`src/rtl/osc_period_meter.sv`:
```
// osc_period_meter: gated BCD measurement engine for a ring oscillator.
// Period mode counts FPGA_clk cycles over win_len oscillator edges; frequency
// mode counts oscillator edges over win_len clock cycles. The result is latched
// for the 7-segment scan driver together with a saturation flag.
module osc_period_meter #(
  parameter int DIGITS      = 4,
  parameter int WIN_W       = 16,
  parameter int SYNC_STAGES = 2
) (
  input  logic                  FPGA_clk,
  input  logic                  clr,
  input  logic                  start,
  input  logic                  abort,
  input  logic                  mode,
  input  logic [WIN_W-1:0]      win_len,
  input  logic                  osc_in,
  output logic [4*DIGITS-1:0]   bcd_out,
  output logic                  busy,
  output logic                  gate,
  output logic                  done,
  output logic                  overflow
);

  localparam int BW = 4 * DIGITS;

  typedef enum logic [1:0] {
    ST_IDLE    = 2'd0,
    ST_ARM     = 2'd1,
    ST_MEASURE = 2'd2,
    ST_DONE    = 2'd3
  } state_t;

  // Ripple BCD increment; bit BW is the carry out of the top digit, which is
  // only set when every digit was 9.
  function automatic logic [BW:0] bcd_inc(input logic [BW-1:0] v);
    logic [BW-1:0] r;
    logic          c;
    r = v;
    c = 1'b1;
    for (int i = 0; i < DIGITS; i++) begin
      if (c) begin
        if (v[4*i +: 4] == 4'd9) begin
          r[4*i +: 4] = 4'd0;
          c           = 1'b1;
        end else begin
          r[4*i +: 4] = v[4*i +: 4] + 4'd1;
          c           = 1'b0;
        end
      end else begin
        r[4*i +: 4] = v[4*i +: 4];
      end
    end
    return {c, r};
  endfunction

  state_t                 state_q, state_d;
  logic [SYNC_STAGES-1:0] sync_q;
  logic                   osc_prev_q;
  logic                   start_q;
  logic [BW-1:0]          live_q, live_d;
  logic [WIN_W-1:0]       win_cnt_q, win_cnt_d;
  logic                   ovf_q, ovf_d;
  logic                   mode_sh_q, mode_sh_d;
  logic [WIN_W-1:0]       win_sh_q, win_sh_d;
  logic [BW-1:0]          bcd_out_q, bcd_out_d;
  logic                   ovf_out_q, ovf_out_d;

  logic                   osc_rise;
  logic                   launch;
  logic [BW:0]            inc_s;
  logic [BW-1:0]          live_inc_s;
  logic                   ovf_inc_s;
  logic [WIN_W-1:0]       win_next_s;
  logic                   do_bcd_s;
  logic                   do_win_s;

  assign osc_rise   = sync_q[SYNC_STAGES-1] & ~osc_prev_q;
  assign launch     = start & ~start_q;
  assign inc_s      = bcd_inc(live_q);
  // Saturate at all 9s instead of wrapping to zero.
  assign live_inc_s = inc_s[BW] ? live_q : inc_s[BW-1:0];
  assign ovf_inc_s  = ovf_q | inc_s[BW];
  assign win_next_s = win_cnt_q + {{(WIN_W-1){1'b0}}, 1'b1};

  // Synchronise the asynchronous oscillator and keep one extra flop for edge detection.
  always_ff @(posedge FPGA_clk) begin
    if (!clr) begin
      sync_q     <= '0;
      osc_prev_q <= 1'b0;
    end else begin
      sync_q     <= {sync_q[SYNC_STAGES-2:0], osc_in};
      osc_prev_q <= sync_q[SYNC_STAGES-1];
    end
  end

  // Previous start level; reset high so a start held through reset cannot launch.
  always_ff @(posedge FPGA_clk) begin
    if (!clr) begin
      start_q <= 1'b1;
    end else begin
      start_q <= start;
    end
  end

  // Next-state, counter and result-latch logic.
  always_comb begin
    state_d   = state_q;
    live_d    = live_q;
    win_cnt_d = win_cnt_q;
    ovf_d     = ovf_q;
    mode_sh_d = mode_sh_q;
    win_sh_d  = win_sh_q;
    bcd_out_d = bcd_out_q;
    ovf_out_d = ovf_out_q;
    do_bcd_s  = 1'b0;
    do_win_s  = 1'b0;

    case (state_q)
      ST_IDLE: begin
        if (launch) begin
          live_d    = '0;
          win_cnt_d = '0;
          ovf_d     = 1'b0;
          mode_sh_d = mode;
          win_sh_d  = (win_len == '0) ? {{(WIN_W-1){1'b0}}, 1'b1} : win_len;
          state_d   = ST_ARM;
        end else begin
          state_d = ST_IDLE;
        end
      end
      ST_ARM: begin
        // The arming edge only aligns the window; it is not counted.
        if (osc_rise) begin
          state_d = ST_MEASURE;
        end else begin
          state_d = ST_ARM;
        end
      end
      ST_MEASURE: begin
        do_bcd_s = mode_sh_q ? osc_rise : 1'b1;
        do_win_s = mode_sh_q ? 1'b1 : osc_rise;
        if (do_bcd_s) begin
          live_d = live_inc_s;
          ovf_d  = ovf_inc_s;
        end else begin
          live_d = live_q;
        end
        if (do_win_s) begin
          win_cnt_d = win_next_s;
          if (win_next_s == win_sh_q) begin
            // The closing cycle's own increment is part of the result.
            state_d   = ST_DONE;
            bcd_out_d = live_d;
            ovf_out_d = ovf_d;
          end else begin
            state_d = ST_MEASURE;
          end
        end else begin
          state_d = ST_MEASURE;
        end
      end
      ST_DONE: begin
        state_d = ST_IDLE;
      end
      default: begin
        state_d = ST_IDLE;
      end
    endcase

    // Abort wins over every transition, including the latch into DONE.
    if (abort && (state_q != ST_IDLE)) begin
      state_d   = ST_IDLE;
      bcd_out_d = bcd_out_q;
      ovf_out_d = ovf_out_q;
    end else begin
      state_d = state_d;
    end
  end

  // State, counters, shadow registers and latched result.
  always_ff @(posedge FPGA_clk) begin
    if (!clr) begin
      state_q   <= ST_IDLE;
      live_q    <= '0;
      win_cnt_q <= '0;
      ovf_q     <= 1'b0;
      mode_sh_q <= 1'b0;
      win_sh_q  <= {{(WIN_W-1){1'b0}}, 1'b1};
      bcd_out_q <= '0;
      ovf_out_q <= 1'b0;
    end else begin
      state_q   <= state_d;
      live_q    <= live_d;
      win_cnt_q <= win_cnt_d;
      ovf_q     <= ovf_d;
      mode_sh_q <= mode_sh_d;
      win_sh_q  <= win_sh_d;
      bcd_out_q <= bcd_out_d;
      ovf_out_q <= ovf_out_d;
    end
  end

  assign bcd_out  = bcd_out_q;
  assign overflow = ovf_out_q;
  assign busy     = (state_q == ST_ARM) || (state_q == ST_MEASURE);
  assign gate     = (state_q == ST_MEASURE);
  assign done     = (state_q == ST_DONE);

endmodule

```
`config.mk`:
```
export PLATFORM = sky130hd
export DESIGN_NAME = osc_period_meter
export DESIGN_NICKNAME = d
export VERILOG_FILES = /design/src/rtl/osc_period_meter.sv
export SDC_FILE = /design/constraint.sdc
export NUM_CORES = 1
export LEC_CHECK = 0
export ABC_AREA = 1
export CAP_MARGIN = 5
export CORE_UTILIZATION = 55
export CTS_CLUSTER_SIZE = 12
export DETAILED_ROUTE_END_ITERATION = 16
export DONT_BUFFER_PORTS = 1
export PLACE_DENSITY = 0.71
export SETUP_SLACK_MARGIN = 0.02
export SLEW_MARGIN = 20
export SYNTH_ARGS = -nofsm -noshare
export SYNTH_HDL_FRONTEND = slang
export SYNTH_SLANG_ARGS = --single-unit
```
`constraint.sdc`:
```
create_clock -name FPGA_clk -period 3.2 [get_ports FPGA_clk]
set_clock_uncertainty 0.15 [all_clocks]
set_input_delay 0.8 -clock FPGA_clk [delete_from_list [all_inputs] [get_ports FPGA_clk]]
set_output_delay 0.8 -clock FPGA_clk [all_outputs]
set_load 0.1 [all_outputs]
```
==> summary.md <==
| Metric | Value |
|---|---|
| Post-CTS sizing | `0` |
| Synth top area cells | `dfxtp_1, nand2_1, inv_1, nor2_1, a21oi_1` |
| Time the worst path needs with I/O delays and setup | `2.65 ns` |
| Arr. time, crit path | `2.75 ns` |
| Worst VDD drop | `0.257 mV` |
| Initial core utilization | `0.579` |
| DRT antenna net count | `0` |
| Core outline area | `6870 um^2` |
| R2r endpoint | `bcd_out[14]` |
| GR Overflow Total | `0` |
| GR Util All Layers | `0.244` |
| Max clock buf depth | `2` |
| Sink Count | `73` |
| CP most frequent cell | `nand2_1` |
| Total power | `1.73 mW` |
| Standard-cell row count | `30` |
| Routed vias | `3,638` |
| Post-CTS Setup Bufs | `0` |
| H-tree depth | `3` |
| Nets | `629` |
| Most common cell after layout, fill and taps aside | `nand2_1` |
| Crit path from | `win_cnt_q[0]` |
| Filler cells | `674` |
| Critical Path Sink Type | `register` |
| Post-Synthesis Cells | `603` |
| Die height | `87.0 um` |
| WL final | `8810 um` |
| Syn Area/Cell | `6.59 um^2` |
| WP data required | `3.30 ns` |
| YS warnings | `0` |
| Vias per inst | `5.17` |
| Slowest-stage cell, CP | `dfxtp_1` |
| Vias in the first global route | `3,139` |
| Top cell type's share of synthesized area | `0.368` |
| Asr flop ratio synth | `0` |
| Hold Violations, Final | `0` |
| Max-slew headroom | `0.331` |
| Slew @ Worst Pin | `1.00 ns` |
| RSZ-0062 raised after global routing | `no` |
| Final setup TNS | `0 ns` |
| Die area | `7570 um^2` |
| Pins over their slew limit | `0` |
| Commonest non-fill, non-tap cells in the layout | `nand2_1, inv_1, nor2_1` |
| Global-route wire length before repair | `14,300 um` |
| Share of layout cells above drive strength 1 | `0.0659` |
| CTS root buffer | `clkbuf_8` |
| Inserted Diodes | `0` |
| Wire per inst | `12.5 um` |
| Cell variety after synth | `36` |
| TritonCTS clock tree | `done` |
| Clk_lat worst skew | `0.35 ns` |
| Fin crit share | `0.829` |
| Largest net degree at the start of global routing | `34` |
| Leak | `1.68 nW` |
| Initial antenna violation count | `0` |
| Internal reg-to-reg setup slack | `0.55 ns` |
| Status | `complete, no violations` |
| Area grow syn2layout | `6.67%` |
| DR pass1 iterations | `7` |
| Fmax | `377 MHz` |
| CP Launch Type | `register` |
| CTS Buf Count | `9` |
| Final Setup Violations | `0` |
| Prevailing post-synth register cell | `dfxtp_1` |
| DRC viols | `0` |
| Setup CP Type | `reg2reg` |
| GPL Wtd Cong | `0.822` |
| I/O pin total | `42` |
| Post-synthesis sequential area ratio | `0.368` |
| Port bufs | `0` |
| Post-synth EDFFs | `0` |
| Power Density | `409 nW/um^2` |
| Worst Path Max Fanout | `33` |
| Hold wc startpoint | `sync_q[0]` |
| Hold Path Class | `reg2reg` |
| Die W | `87.0 um` |
| Clock-pin slew on the worst setup and hold paths | `0.08 ns` |
| WHS Endpoint | `sync_q[1]` |
| Worst Hold Path Cells | `2` |
| Post-synthesis instance area | `3980 um^2` |
| DR iter-0 viols | `193` |
| Net Count, Synth | `630` |
| Dpl hpwl | `6260 um` |
| R2r startpoint | `win_cnt_q[0]` |
| Largest stage delay, worst path | `0.42 ns` |
| Synth area leader | `dfxtp_1` |
| Synth Register Bits | `73` |
| Hold bufs inserted after CTS | `0` |
| Worst reg2reg path depth | `12` |
| Critical path, cell by cell | `ha_1 > nand2_1 > nor2_4 > nand4_1 > nand3_1 > nand2_1 > nor2_1 > nand2_1 > nor2_4 > nand3_4 > o21ai_1 > nor2_1` |
| Max-cap violations | `0` |
cell type report:
cell class,count,area [um^2],share of cell area
well taps,96,120,0.0283
flip-flops and latches,73,1460,0.345
clock buffers,10,128,0.0301
repair buffers,6,45.0,0.0106
multi-input cells,422,2080,0.491
inverters,90,338,0.0797
clock inverters,6,67.6,0.0159
worst max-delay path: cells and delay by family, from the launching register on:
kind                     cells  cell delay [ns]
adder cells (fa/ha/maj)      1             0.24
AO/OA/AOI/OAI                1             0.25
flip-flops                   1             0.42
AND/OR/NAND/NOR             10             1.48
per-layer routing:
layer / global-route usage / part of all wire / up-vias
met5: 0 / 0 / -
met4: 0.0924 / 0.0095 / 0
met3: 0.0483 / 0.070 / 7
met2: 0.362 / 0.43 / 122
met1: 0.348 / 0.49 / 1602
li1: - / - / 1907
state kept, by name, summed over array words and instances (netlist names), named ones only:
| signal | flops |
|---|---|
| overflow | 1 |
| ovf_q | 1 |
| sync_q | 2 |
| bcd_out | 16 |
| win_sh_q | 16 |
| start_q | 1 |
| win_cnt_q | 16 |
| live_q | 16 |
| osc_prev_q | 1 |
| state_q | 1 |
| mode_sh_q | 1 |
where the power goes:
| part | total (mW) | switching (mW) | internal (mW) |
|---|---|---|---|
| sequential | 0.929 | 0.00757 | 0.921 |
| clock | 0.721 | 0.358 | 0.363 |
| combinational | 0.0836 | 0.0577 | 0.0259 |
worst max-delay path by stage:
stage | to | slack, ns | cells past startpoint
after floorplan | bcd_out[2] | 0.44 | 14
after global placement | win_cnt_q[12] | 0.63 | 10
after detailed placement | bcd_out[14] | 0.54 | 14
after CTS | bcd_out[14] | 0.53 | 14
after global routing | bcd_out[8] | 0.29 | 14
final | bcd_out[14] | 0.55 | 12
cell usage after synthesis, types with 5 or more instances:
cell	count
nand2_1	161
nor2_1	74
nand3_1	38
dfxtp_1	73
xor2_1	10
o21ai_0	20
nand4_1	14
inv_1	89
nor2_4	5
a21oi_1	41
o21ai_1	12
clkbuf_1	13
ha_1	5
a211oi_1	10
cell families after synthesis:
group | count (synthesis) | synth area share
AO/OA/AOI/OAI | 90 | 0.126
XOR/XNOR | 14 | 0.0397
adder cells (fa/ha/maj) | 5 | 0.0157
buffers and inverters | 108 | 0.109
flip-flops | 73 | 0.368
AND/OR/NAND/NOR | 313 | 0.342
stage by stage:
stage | worst slack [ns] | std cells | util | hold WS (ns) | area (um^2)
after detailed placement | 0.543 | 687 | 0.589 | 0.255 | 4050
after global placement | 0.629 | 687 | 0.589 | 0.253 | 4050
after CTS | 0.527 | 703 | 0.617 | 0.275 | 4240
final | 0.547 | 703 | 0.617 | 0.270 | 4240
after global routing | 0.292 | 703 | 0.617 | 0.297 | 4240
after floorplan | 0.442 | 603 | - | 0.240 | 3980
No activity file was read; power rests on OpenSTA's default activity.
